`src/rtl/fifo_rr_arbiter_pkg.sv`:
```
// Shared constants and helpers for the round-robin FIFO arbiter.
package fifo_rr_arbiter_pkg;

    localparam logic [0:0] ARB_ROTATE = 1'b0;
    localparam logic [0:0] ARB_HOLD   = 1'b1;

    // Index width that stays at least one bit wide for tiny counts.
    function automatic int idx_w(input int n);
        return (n <= 2) ? 1 : $clog2(n);
    endfunction

endpackage

```
`src/rtl/fifo_rr_arbiter_pick.sv`:
```
// Rotating priority encoder: first set request at or after base_i, wrapping modulo NUM.
module fifo_rr_arbiter_pick
    import fifo_rr_arbiter_pkg::*;
#(
    parameter int NUM = 4,
    localparam int IW = idx_w(NUM)
) (
    input  logic [NUM-1:0] req_i,
    input  logic [IW-1:0]  base_i,
    output logic [IW-1:0]  grant_o,
    output logic           any_o
);

    localparam logic [IW:0] NUM_V = (IW+1)'(NUM);

    logic [NUM-1:0] rot_req;
    logic [NUM-1:0] rot_oh;
    logic [IW-1:0]  off;
    logic [IW:0]    sum;

    // Doubling the vector turns the modulo rotation into a plain shift.
    assign rot_req = NUM'({req_i, req_i} >> base_i);
    assign rot_oh  = rot_req & (~rot_req + NUM'(1));
    assign any_o   = |req_i;

    always_comb begin
        off = '0;
        for (int k = 0; k < NUM; k++) begin
            if (rot_oh[k]) off = off | IW'(k);
        end
    end

    assign sum     = {1'b0, base_i} + {1'b0, off};
    assign grant_o = (sum >= NUM_V) ? IW'(sum - NUM_V) : sum[IW-1:0];

endmodule

```
`src/rtl/fifo_rr_arbiter.sv`:
```
// Round-robin arbiter with bounded burst hold, merging NUM_SRC lookahead FIFOs
// into one lookahead FIFO port through a registered one-entry output stage.
module fifo_rr_arbiter
    import fifo_rr_arbiter_pkg::*;
#(
    parameter int DATA_WIDTH = 8,
    parameter int NUM_SRC    = 4,
    parameter int MAX_BURST  = 4,
    localparam int SW = idx_w(NUM_SRC),
    localparam int CW = $clog2(MAX_BURST + 1)
) (
    input  logic                          clk,
    input  logic                          rst,
    input  logic [NUM_SRC-1:0]            empty_i,
    output logic [NUM_SRC-1:0]            rd_i,
    input  logic [NUM_SRC*DATA_WIDTH-1:0] dout_i,
    output logic                          empty,
    input  logic                          rd,
    output logic [DATA_WIDTH-1:0]         dout,
    output logic [SW-1:0]                 src
);

    localparam logic [SW-1:0] LAST_IDX = SW'(NUM_SRC - 1);
    localparam logic [CW-1:0] BURST_V  = CW'(MAX_BURST);

    logic [0:0]            state_q, state_d;
    logic [CW-1:0]         cnt_q, cnt_d, cnt_inc;
    logic [SW-1:0]         last_q, last_d;
    logic                  empty_q, empty_d;
    logic [DATA_WIDTH-1:0] dout_q, dout_d;
    logic [SW-1:0]         src_q, src_d;

    logic [SW-1:0]         base;
    logic [SW-1:0]         rot_g;
    logic [SW-1:0]         g;
    logic                  any_req;
    logic                  hold_ok;
    logic                  load;
    logic [DATA_WIDTH-1:0] sel_data;

    assign base = (last_q == LAST_IDX) ? '0 : last_q + SW'(1);

    fifo_rr_arbiter_pick #(.NUM(NUM_SRC)) u_pick (
        .req_i   (~empty_i),
        .base_i  (base),
        .grant_o (rot_g),
        .any_o   (any_req)
    );

    assign hold_ok = (state_q == ARB_HOLD) && !empty_i[last_q];
    assign g       = hold_ok ? last_q : rot_g;
    assign load    = (empty_q | rd) & ~rst & any_req;

    always_comb begin
        rd_i     = '0;
        sel_data = '0;
        if (load) rd_i[g] = 1'b1;
        for (int s = 0; s < NUM_SRC; s++) begin
            if (g == SW'(s)) sel_data = dout_i[s*DATA_WIDTH +: DATA_WIDTH];
        end
    end

    // Burst accounting only advances when a word is actually taken.
    always_comb begin
        state_d = state_q;
        cnt_d   = cnt_q;
        last_d  = last_q;
        cnt_inc = CW'(1);
        if (load) begin
            if (g == last_q && state_q == ARB_HOLD) cnt_inc = cnt_q + CW'(1);
            last_d = g;
            if (cnt_inc < BURST_V) begin
                state_d = ARB_HOLD;
                cnt_d   = cnt_inc;
            end else begin
                state_d = ARB_ROTATE;
                cnt_d   = '0;
            end
        end
    end

    always_comb begin
        empty_d = empty_q;
        dout_d  = dout_q;
        src_d   = src_q;
        if (load) begin
            empty_d = 1'b0;
            dout_d  = sel_data;
            src_d   = g;
        end else if (rd && !empty_q) begin
            empty_d = 1'b1;
        end
    end

    always_ff @(posedge clk) begin
        if (rst) begin
            state_q <= ARB_ROTATE;
            cnt_q   <= '0;
            last_q  <= LAST_IDX;
            empty_q <= 1'b1;
            dout_q  <= '0;
            src_q   <= '0;
        end else begin
            state_q <= state_d;
            cnt_q   <= cnt_d;
            last_q  <= last_d;
            empty_q <= empty_d;
            dout_q  <= dout_d;
            src_q   <= src_d;
        end
    end

    assign empty = empty_q;
    assign dout  = dout_q;
    assign src   = src_q;

endmodule
```
`config.mk`:
```
export PLATFORM = sky130hd
export DESIGN_NAME = fifo_rr_arbiter
export DESIGN_NICKNAME = d
export VERILOG_FILES = /design/src/rtl/fifo_rr_arbiter_pkg.sv /design/src/rtl/fifo_rr_arbiter_pick.sv /design/src/rtl/fifo_rr_arbiter.sv
export SDC_FILE = /design/constraint.sdc
export NUM_CORES = 1
export LEC_CHECK = 0
export ABC_AREA = 1
export BUFFER_PORTS_ARGS = -buffer_cell sky130_fd_sc_hd__buf_4
export CAP_MARGIN = 20
export CORE_MARGIN = 2
export CORE_UTILIZATION = 30
export CTS_CLUSTER_DIAMETER = 30
export DETAILED_ROUTE_END_ITERATION = 7
export PLACE_DENSITY = 0.5
export SLEW_MARGIN = 40
export SYNTH_ARGS = -nofsm -noshare
export SYNTH_HDL_FRONTEND = slang
export SYNTH_SLANG_ARGS = --single-unit
```
`constraint.sdc`:
```
create_clock -name clk -period 2.9 [get_ports clk]
set_input_delay 0.145 -clock clk [delete_from_list [all_inputs] [get_ports clk]]
set_output_delay 0.145 -clock clk [all_outputs]
set_load 0.03 [all_outputs]
```
==> flow_summary.yaml <==
run_status:
  status: "finished, final reports clean"
placement:
  finalWeightedCongestion: 0.865
  dpl.hpwl_mm: 3.24
  port_buffers: 53
synthesis:
  yosysMostFrequentCell: "nand2_1"
  synth_seq_cells: 16
  syn_avg_cell_area_sq_um: 6.53
  async_flop_share: 0
  synth_edf_count: 0
  synthFlopType: "dfxtp_1"
  synth_top_area_frac: 0.227
  synthDistinctLibCells: 28
  yosys-top-cells-count: "59 x nand2_1, 28 x nand3_1, 24 x inv_1, 16 x dfxtp_1"
  yosysWarnings: 0
  synth_nets: 258
  post-synth-top-area-cell: "dfxtp_1"
  synth.area.top_cells: "dfxtp_1 23%, nand2_1 16%, nand3_1 9.9%, inv_1 6.4%, nand2_2 5.3%"
  netlist_instances: 216
  syn-cell-area_sq_mm: 0.00141
  seq_area_frac_synth: 0.227
global_routing:
  grt_util_met3: 0.0458
  antenna_found_initial: 0
  met2_usage: 0.284
  grt_pass1_wl_mm: 7.22
  use_met1: 0.232
  grt_busiest_layer: "met2"
  grt_pass1_vias: 1532
  grt_usage: 0.175
  grt_max_degree: 23
  grt_overflow_total: 0
worst_setup_path:
  cp_num_cells: 15
  crit_arrival_ns: 2.55
  crit_family: "simple AND/OR/NAND/NOR gates"
  startpoint_type: "flip-flop"
  critPathCaptureType: "output pin"
  cp_slowest_cell: "dfxtp_2"
  timing.rr.start: "last_q[1]"
  rr_worst_depth: 17
  path_class: "reg -> out"
  cp-endpoint: "rd_i[3]"
  reg2reg_to: "dout[6]"
  cp_num_buf_inv: 3
  max_stage_delay_ns: 0.35
  r2r_slack_ns: 0.35
  crit_required_ns: 2.76
  path_max_fanout: 9
  worstPathCellList: "ha_4 -> inv_1 -> nand3_1 -> nand2_1 -> a31oi_1 -> nor2_1 -> ha_1 -> xnor2_2 -> inv_1 -> nand3_1 -> nand2_2 -> nand2_4 -> nand2_4 -> nor2_2 -> buf_6"
  crit_start: "last_q[1]"
layout:
  final_util: 0.459
  antenna_cells: 0
  num-fill-cells: 489
  drive_gt1_frac: 0.399
  synthToLayoutAreaGrowth_pct: 44.8
  final_nets: 321
clocking:
  insertion_delay_ns: 0.26
  ctsHoldBuffers: 0
  root_buffer: "clkbuf_8"
  cts_buffer_depth: 2
  clock-sinks: 16
  cts_tree: "yes"
  clk_pin_slew_ns: 0.07
  cts_buffers: 3
  htreeDepth: 1
route:
  vias: 1620
  first_pass_iters: 4
  wl_mm: 4.49
  viasPerCell: 4.91
  drc: 0
  routedWlPerCell_um: 13.6
  drt_iter0_markers: 103
  ant_nets: 0
sta:
  relSlewSlack: 0.575
  hold_viol: 0
  setup_violations: 0
  fmax_mhz: 371
  maxSlewViolCount: 0
  fin_crit_sh: 0.929
  fin_crit_ns: 2.69
  holdWs_ns: 0.149
  setup_tns_ns: 0
  tightestPinTransition_ns: 0.637
  fin_skew_ns: 0.00301
floorplanning:
  ios: 54
  die_area_sq_mm: 0.00526
  start_util: 0.317
  core_sq_mm: 0.00444
  die_x_um: 72.6
  die_h_um: 72.6
  rows: 24
hold_path:
  hold_path.class: "in -> reg"
job:
  drv_cap: 0
routing by layer:
layer	up-vias	routed length [um]
met5	-	0
met4	0	38
met3	5	255
met2	42	2090
met1	731	2100
li1	842	-
area by class of cell:
| type | instances | area (sq um) | share of cell area |
|---|---|---|---|
| multi-input combinational | 165 | 987 | 0.483 |
| timing repair buffer | 65 | 499 | 0.244 |
| sequential | 16 | 323 | 0.158 |
| inverter | 28 | 113 | 0.0551 |
| tap | 52 | 65.1 | 0.0319 |
| clock buffer | 4 | 55.1 | 0.0270 |
worst min-delay path, stage by stage:
cell	delay, ns
buf_4	0.08
nor2_1	0.04
o21bai_1	0.12
flip-flops by register name, indices dropped and copies added, names as in the netlist:
signal	count
last_q	2
empty	1
src	2
cnt_q	2
dout	8
state_q	1
cells in the final DEF (no fill, tap or decap), types with 3 or more instances in the layout:
| cell | count |
|---|---|
| clkbuf_8 | 4 |
| nor2_1 | 7 |
| nand3_2 | 7 |
| nand4_1 | 12 |
| nand2_4 | 5 |
| nand3_1 | 28 |
| inv_1 | 24 |
| buf_4 | 62 |
| nand2_2 | 12 |
| nand2_1 | 56 |
| buf_6 | 3 |
| a21oi_2 | 4 |
| a21oi_1 | 9 |
| dfxtp_1 | 14 |
| o211ai_1 | 8 |
kinds of logic after synthesis:
group / count (synthesis) / share of synthesized area
AOI/OAI and AO/OA: 26 / 0.128
xor gates and xnor gates: 1 / 0.00621
adders and majority gates: 3 / 0.0266
buffers and inverters: 36 / 0.122
DFF: 16 / 0.227
and+or+nand+nor: 134 / 0.490
worst min path at each step:
stage,from,to,slack [ns],depth (start not counted)
2_1_floorplan,rd,empty,0.31,2
3_3_place_gp,rd,empty,0.42,3
3_5_place_dp,rd,empty,0.41,3
4_1_cts,rd,empty,0.14,3
5_1_grt,rd,empty,0.18,3
6_report,rd,empty,0.15,3
metrics by stage:
step                      cell area (sq um)  worst slack, ns  std cells
after floorplan                        1410           0.0416        216
after global placement                 1850            0.159        318
after detailed placement               1850            0.113        318
after CTS                              1940           0.0503        322
after global routing                   2040          -0.0461        330
final                                  2040            0.207        330
what timing repair did:
action | 4_1_cts | 5_1_grt
resized for setup | 6 | 12
gates cloned | 0 | 1
hold endpoints to repair | 0 | 0
endpoints found under the setup margin | 4 | 4
setup buffers | 0 | 7
pin swaps | 0 | 5
Power is not shown: default switching activity piles up to over one toggle a cycle in this logic, so the estimate is an artifact.
